File: src/rtl/inverter_stream_arbiter_pkg.sv
// Shared types for the two-source inverter stream arbiter.
// State encoding, source index type and reset constants.
package inverter_pkg;

  typedef enum logic {
    IDLE,
    GRANT
  } arb_state_t;

  typedef logic src_id_t;

  // Source 0 wins the first tie after reset.
  localparam src_id_t LAST_IDX_RST = 1'b1;

endpackage

File: src/rtl/inverter_stream_arbiter_if.sv
// Stream bundle between two requesters, the arbiter and the inverter.
// slave = arbiter side, master = surrounding environment.
interface inverter_stream_arbiter_if #(
  parameter int DATA_WIDTH = 32
);

  logic                  s0_axis_valid;
  logic                  s0_axis_ready;
  logic [DATA_WIDTH-1:0] s0_axis_data;
  logic                  s0_axis_last;

  logic                  s1_axis_valid;
  logic                  s1_axis_ready;
  logic [DATA_WIDTH-1:0] s1_axis_data;
  logic                  s1_axis_last;

  logic                  m_axis_valid;
  logic                  m_axis_ready;
  logic [DATA_WIDTH-1:0] m_axis_data;
  logic                  m_axis_last;
  logic                  m_axis_id;

  modport slave (
    input  s0_axis_valid,
    output s0_axis_ready,
    input  s0_axis_data,
    input  s0_axis_last,
    input  s1_axis_valid,
    output s1_axis_ready,
    input  s1_axis_data,
    input  s1_axis_last,
    output m_axis_valid,
    input  m_axis_ready,
    output m_axis_data,
    output m_axis_last,
    output m_axis_id
  );

  modport master (
    output s0_axis_valid,
    input  s0_axis_ready,
    output s0_axis_data,
    output s0_axis_last,
    output s1_axis_valid,
    input  s1_axis_ready,
    output s1_axis_data,
    output s1_axis_last,
    input  m_axis_valid,
    output m_axis_ready,
    input  m_axis_data,
    input  m_axis_last,
    input  m_axis_id
  );

endinterface

File: src/rtl/inverter_stream_arbiter_axis_reg_slice.sv
// One-entry registered valid/ready stage; accepts a new beat
// whenever empty or draining in the same cycle.
module axis_reg_slice #(
  parameter int WIDTH = 34
) (
  input  logic             clk,
  input  logic             rst,
  input  logic             up_valid,
  output logic             up_ready,
  input  logic [WIDTH-1:0] up_data,
  output logic             dn_valid,
  input  logic             dn_ready,
  output logic [WIDTH-1:0] dn_data
);

  logic load;

  assign up_ready = !dn_valid || dn_ready;
  assign load     = up_valid && up_ready;

  always_ff @(posedge clk or posedge rst) begin
    if (rst) begin
      dn_valid <= 1'b0;
      dn_data  <= '0;
    end else begin
      if (load) begin
        dn_valid <= 1'b1;
        dn_data  <= up_data;
      end else if (dn_ready) begin
        dn_valid <= 1'b0;
      end
    end
  end

endmodule

File: src/rtl/inverter_stream_arbiter.sv
// Round-robin frame arbiter feeding the shared inverter datapath.
// ARB_BURST_LIMIT_EN caps each grant at MAX_BURST beats.
module inverter_stream_arbiter
  import inverter_pkg::*;
#(
  parameter int DATA_WIDTH = 32,
  parameter int MAX_BURST  = 256
) (
  input  logic                        axi_clk,
  input  logic                        axi_rst,
  inverter_stream_arbiter_if.slave    bus,
  output logic                        busy
);

  if ((DATA_WIDTH % 8) != 0 || MAX_BURST < 1) begin : g_bad_param
    $error("inverter_stream_arbiter: invalid parameters");
  end

  arb_state_t state, state_nx;
  src_id_t    grant_idx, grant_nx;
  src_id_t    last_idx, last_nx;
  src_id_t    pick;

  logic                  any_req;
  logic                  src_valid;
  logic                  src_last;
  logic [DATA_WIDTH-1:0] src_data;
  logic                  src_accept;
  logic                  release_grant;
  logic                  hit;
  logic                  slice_ready;
  logic [DATA_WIDTH+1:0] slice_in;
  logic [DATA_WIDTH+1:0] slice_out;

  assign any_req = bus.s0_axis_valid || bus.s1_axis_valid;
  assign pick    = (bus.s0_axis_valid && bus.s1_axis_valid)
                 ? !last_idx : bus.s1_axis_valid;

  always_comb begin
    src_valid = bus.s0_axis_valid;
    src_last  = bus.s0_axis_last;
    src_data  = bus.s0_axis_data;
    if (grant_idx) begin
      src_valid = bus.s1_axis_valid;
      src_last  = bus.s1_axis_last;
      src_data  = bus.s1_axis_data;
    end
  end

  assign busy = (state == GRANT);

  assign bus.s0_axis_ready = busy && !grant_idx && slice_ready;
  assign bus.s1_axis_ready = busy && grant_idx && slice_ready;

  assign src_accept    = busy && src_valid && slice_ready;
  assign release_grant = src_accept && (src_last || hit);

`ifdef ARB_BURST_LIMIT_EN
  localparam int CW = $clog2(MAX_BURST + 1);

  logic [CW-1:0] burst_cnt;

  // Counter is idle-cleared so each grant starts counting from zero.
  always_ff @(posedge axi_clk or posedge axi_rst) begin
    if (axi_rst) begin
      burst_cnt <= '0;
    end else if (state == IDLE) begin
      burst_cnt <= '0;
    end else if (src_accept) begin
      burst_cnt <= burst_cnt + 1'b1;
    end
  end

  assign hit = src_accept && ((int'(burst_cnt) + 1) == MAX_BURST);
`else
  assign hit = 1'b0;
`endif

  always_ff @(posedge axi_clk or posedge axi_rst) begin
    if (axi_rst) begin
      state     <= IDLE;
      grant_idx <= 1'b0;
      last_idx  <= LAST_IDX_RST;
    end else begin
      state     <= state_nx;
      grant_idx <= grant_nx;
      last_idx  <= last_nx;
    end
  end

  always_comb begin
    state_nx = state;
    grant_nx = grant_idx;
    last_nx  = last_idx;
    unique case (state)
      IDLE: begin
        if (any_req) begin
          state_nx = GRANT;
          grant_nx = pick;
          last_nx  = pick;
        end
      end
      GRANT: begin
        if (release_grant) state_nx = IDLE;
      end
      default: state_nx = IDLE;
    endcase
  end

  assign slice_in = {grant_idx, src_last || hit, src_data};

  axis_reg_slice #(
    .WIDTH(DATA_WIDTH + 2)
  ) u_slice (
    .clk      (axi_clk),
    .rst      (axi_rst),
    .up_valid (busy && src_valid),
    .up_ready (slice_ready),
    .up_data  (slice_in),
    .dn_valid (bus.m_axis_valid),
    .dn_ready (bus.m_axis_ready),
    .dn_data  (slice_out)
  );

  assign bus.m_axis_data = slice_out[DATA_WIDTH-1:0];
  assign bus.m_axis_last = slice_out[DATA_WIDTH];
  assign bus.m_axis_id   = slice_out[DATA_WIDTH+1];

endmodule

File: src/flat_wrapper.sv
// flat-port wrapper written by rule: the top's interface ports become plain ports
module inverter_stream_arbiter_flat import inverter_pkg::*;
#(
  parameter int DATA_WIDTH = 32,
  parameter int MAX_BURST  = 256
)
  (axi_clk, axi_rst, busy, bus_s0_axis_valid, bus_s0_axis_ready, bus_s0_axis_data, bus_s0_axis_last, bus_s1_axis_valid, bus_s1_axis_ready, bus_s1_axis_data, bus_s1_axis_last, bus_m_axis_valid, bus_m_axis_ready, bus_m_axis_data, bus_m_axis_last, bus_m_axis_id);
  inverter_stream_arbiter_if #(.DATA_WIDTH(DATA_WIDTH)) bus_i ();
  input  logic axi_clk;
  input  logic axi_rst;
  output logic busy;
  input wire logic [$bits(bus_i.s0_axis_valid)-1:0] bus_s0_axis_valid;
  output wire logic [$bits(bus_i.s0_axis_ready)-1:0] bus_s0_axis_ready;
  input wire logic [$bits(bus_i.s0_axis_data)-1:0] bus_s0_axis_data;
  input wire logic [$bits(bus_i.s0_axis_last)-1:0] bus_s0_axis_last;
  input wire logic [$bits(bus_i.s1_axis_valid)-1:0] bus_s1_axis_valid;
  output wire logic [$bits(bus_i.s1_axis_ready)-1:0] bus_s1_axis_ready;
  input wire logic [$bits(bus_i.s1_axis_data)-1:0] bus_s1_axis_data;
  input wire logic [$bits(bus_i.s1_axis_last)-1:0] bus_s1_axis_last;
  output wire logic [$bits(bus_i.m_axis_valid)-1:0] bus_m_axis_valid;
  input wire logic [$bits(bus_i.m_axis_ready)-1:0] bus_m_axis_ready;
  output wire logic [$bits(bus_i.m_axis_data)-1:0] bus_m_axis_data;
  output wire logic [$bits(bus_i.m_axis_last)-1:0] bus_m_axis_last;
  output wire logic [$bits(bus_i.m_axis_id)-1:0] bus_m_axis_id;
  assign bus_i.s0_axis_valid = bus_s0_axis_valid;
  assign bus_s0_axis_ready = bus_i.s0_axis_ready;
  assign bus_i.s0_axis_data = bus_s0_axis_data;
  assign bus_i.s0_axis_last = bus_s0_axis_last;
  assign bus_i.s1_axis_valid = bus_s1_axis_valid;
  assign bus_s1_axis_ready = bus_i.s1_axis_ready;
  assign bus_i.s1_axis_data = bus_s1_axis_data;
  assign bus_i.s1_axis_last = bus_s1_axis_last;
  assign bus_m_axis_valid = bus_i.m_axis_valid;
  assign bus_i.m_axis_ready = bus_m_axis_ready;
  assign bus_m_axis_data = bus_i.m_axis_data;
  assign bus_m_axis_last = bus_i.m_axis_last;
  assign bus_m_axis_id = bus_i.m_axis_id;
  inverter_stream_arbiter #(.DATA_WIDTH(DATA_WIDTH), .MAX_BURST(MAX_BURST)) u_core (.axi_clk(axi_clk), .axi_rst(axi_rst), .bus(bus_i), .busy(busy));
endmodule
File: config.mk
export PLATFORM = sky130hd
export DESIGN_NAME = inverter_stream_arbiter_flat
export DESIGN_NICKNAME = d
export VERILOG_FILES = /design/src/rtl/inverter_stream_arbiter_pkg.sv /design/src/rtl/inverter_stream_arbiter_if.sv /design/src/rtl/inverter_stream_arbiter_axis_reg_slice.sv /design/src/rtl/inverter_stream_arbiter.sv /design/src/flat_wrapper.sv
export SDC_FILE = /design/constraint.sdc
export NUM_CORES = 1
export LEC_CHECK = 0
export ABC_AREA = 1
export CORE_ASPECT_RATIO = 0.7
export CORE_MARGIN = 2
export CORE_UTILIZATION = 30
export CTS_CLUSTER_SIZE = 16
export DETAILED_ROUTE_END_ITERATION = 6
export GPL_ROUTABILITY_DRIVEN = 0
export PLACE_DENSITY = 0.66
export SLEW_MARGIN = 40
export SYNTH_ARGS = -nofsm -noshare
export SYNTH_HDL_FRONTEND = slang
export SYNTH_SLANG_ARGS = --single-unit
File: constraint.sdc
create_clock -name axi_clk -period 1.7 [get_ports axi_clk]
set_clock_uncertainty 0.1 [all_clocks]
set_input_delay 0.34 -clock axi_clk [delete_from_list [all_inputs] [get_ports axi_clk]]
set_output_delay 0.34 -clock axi_clk [all_outputs]
set_load 0.01 [all_outputs]
==> impl_metrics.tcl <==
set metrics [dict create \
    drive_gt1_share_pct 21.6 \
    pin_count 109 \
    p_total_mw 5.17 \
    hold-worst-slack_ps 272 \
    wirelength_microns 4750 \
    fp.dieW_microns 98.1 \
    grt_pass1_vias 1740 \
    synth_top_family_by_area "simple AND/OR/NAND/NOR gates" \
    cts_sinks 38 \
    avgSynthCellArea_sq_um 8.82 \
    vias 1781 \
    ys_types 18 \
    synthSimpleGateAreaFrac_pct 22.8 \
    drv_cap 0 \
    drtAntennaViolNets 0 \
    dpl_cell_area_sq_um 3050 \
    hold_viol_final 0 \
    synthesis.nets 282 \
    worstPathArrival_ps 1190 \
    synth_area_leaders "dfrtp_1 (50%), o21ai_0 (12%), or2_2 (11%), nand2_1 (8.9%), o21ai_2 (4.7%)" \
    grt_overflow_total 0 \
    clk_pin_slew_ps 70 \
    muxShareOfSynthArea_pct 0 \
    setup_viol 0 \
    intPower_mw 3.29 \
    dieArea_sq_um 6860 \
    clk_latency_ps 280 \
    cts_tree "yes" \
    status "finished clean" \
    seqPwrFrac_pct 31.2 \
    core_area_sq_um 5840 \
    leakage_nw 1.36 \
    critPathRequiredTime_ps 1260 \
    path_cells "clkdlybuf4s50_1" \
    detail_route.first_pass.iterations 4 \
    synthToLayoutAreaGrowth_pct 70.1 \
    swShare_pct 36.4 \
    power_density_nw_per_um2 1630 \
    fp.dieH_microns 69.9 \
    synthAdderAreaFrac_pct 0 \
    fmax_ghz 0.613 \
    hold_class "input pin to async pin" \
    drc 0 \
    grt_use_total_pct 14.7 \
    period_needed_ps 1630 \
    synthesis.area_sq_um 1860 \
    combinationalPowerShare_pct 55.2 \
    critPathLaunch "u_core.u_slice.dn_data[22]" \
    fin_ws_ps 68.4 \
    ys_warn_count 0 \
    cp-start-kind "flop" \
    crit_family "buffers and inverters" \
    netlist_instances 211 \
    synth-compound-area-share_pct 19.8 \
    crit_buf_inv 1 \
    power_frac_clock_pct 13.5 \
    min_period_over_period_pct 96.0 \
    start_util_pct 31.8 \
    clk_path_buf_depth 2 \
    fin_area_sq_um 3160 \
    nets 394 \
    worstSetupEndpointType "output port" \
    wl_per_cell_microns 11.9 \
    critPathKind "flop to output port" \
    drtIter0Drc 53 \
    cp_max_fo 2 \
    synth_top_area_cell "dfrtp_1" \
    critPathMaxStageDelay_ps 550 \
    p_sw_mw 1.88 \
    maxSlewHeadroom_pct 82.7 \
    rsz0062_at_grt "no" \
    critical-path-slowest-cell "clkdlybuf4s50_1" \
    layout.cells.non_filler 399 \
    ir_drop_v 0.00112 \
    cts-root-buf "clkbuf_8" \
    yosys.area.top_type_share_pct 49.8 \
    viasPerCell 4.46 \
    dp.cells 391 \
    worst_slew_pin_slew_ps 257 \
    synth-xor-area-share_pct 0 \
    drv_slew 0 \
    dp_slack_ps -294 \
    antenna_found_initial 0 \
    cts_made_buffers 5 \
    cts_htree_levels 2 \
    yosysSeqAreaShare_pct 51.2 \
    cts_setup_buffers 0 \
    port_buffers 108 \
    place_hpwl_microns 3600 \
    grt_max_degree 37 \
    grt_pass1_wl_microns 8160 \
    worstReg2RegStart "u_core.grant_idx" \
    synth_seq_cells 38 \
    core.rowCount 23 \
    diodes 0 \
]
metal layers:
layer  track usage [%]  wire length [microns]  up-vias
li1                  -                      -      915
met1              20.7                   2300      784
met2              21.5                   1890       74
met3              5.61                    507        8
met4              3.70                     51        0
met5                 0                      0        -
metrics by stage:
stage | setup TNS (ps) | util, %
6_report | 0 | 54.2
4_1_cts | -10.6 | 54.3
3_5_place_dp | -583 | 52.3
5_1_grt | 0 | 54.2
2_1_floorplan | 0 | -
3_3_place_gp | -551 | 52.3
cell usage after synthesis (all sizes together):
cell type and count:
o21ai 66, nand2 46, dfrtp 37, or2 32
buf 7, clkbuf 7, inv 6, nand3 4
nor2 3, nor3 2, dfstp 1
flip-flops by register name, indices dropped and copies added, names as in the netlist:
| register | flops |
|---|---|
| u_core.u_slice.dn_data | 34 |
| u_core.busy | 1 |
| u_core.grant_idx | 1 |
| u_core.last_idx | 1 |
| u_core.u_slice.dn_valid | 1 |
cell families after synthesis:
group	count (synthesis)
AOI/OAI and AO/OA	66
buffers and inverters	20
and+or+nand+nor	87
DFF	38
power groups by stage:
| stage | Combinational [mW] | Sequential (mW) | Clock [mW] |
|---|---|---|---|
| floorplan | 1.35 | 1.81 | 0 |
| CTS | 2.93 | 1.62 | 0.731 |
| detailed placement | 2.93 | 1.62 | 0 |
| global placement | 2.90 | 1.62 | 0 |
| global route | 3.20 | 1.68 | 0.765 |
| finish | 2.86 | 1.62 | 0.699 |
cells in the final DEF (no fill, tap or decap), drive strengths merged:
master / n
buf: 11
clkbuf: 10
clkdlybuf4s50: 105
dfrtp: 37
dfstp: 1
dlygate4sd2: 1
inv: 6
nand2: 46
nand3: 4
nor2: 3
nor3: 2
o21ai: 66
or2: 32
final timing paths:
kind                                               to  slack (ps)  cells after the start
setup / recovery                  bus_m_axis_data[22]          70                      1
hold / removal             u_core.u_slice.dn_data[15]         270                      3
setup reg to reg            u_core.u_slice.dn_data[9]         160                      8
hold reg to reg                       u_core.last_idx         360                      2
max in group asynchronous             u_core.last_idx         900                      3
min in group axi_clk                  u_core.last_idx         360                      2
tightest hold or removal path, cell delays in order:
cell and delay, ps:
clkdlybuf4s50_1 400, inv_1 80, buf_4 180
repair_timing:
| item | 4_1_cts | 5_1_grt |
|---|---|---|
| hold buffers | 0 | 0 |
| endpoints found under the setup margin | 8 | 29 |
| resized for setup | 7 | 4 |
cell type report:
class	instances	area [sq um]
Fill cell	544	2680
Timing Repair Buffer	119	1180
Sequential cell	38	953
Multi-Input combinational cell	153	795
Clock buffer	8	110
Tap cell	75	93.8
Inverter	6	27.5
No activity file was read; power rests on OpenSTA's default activity.
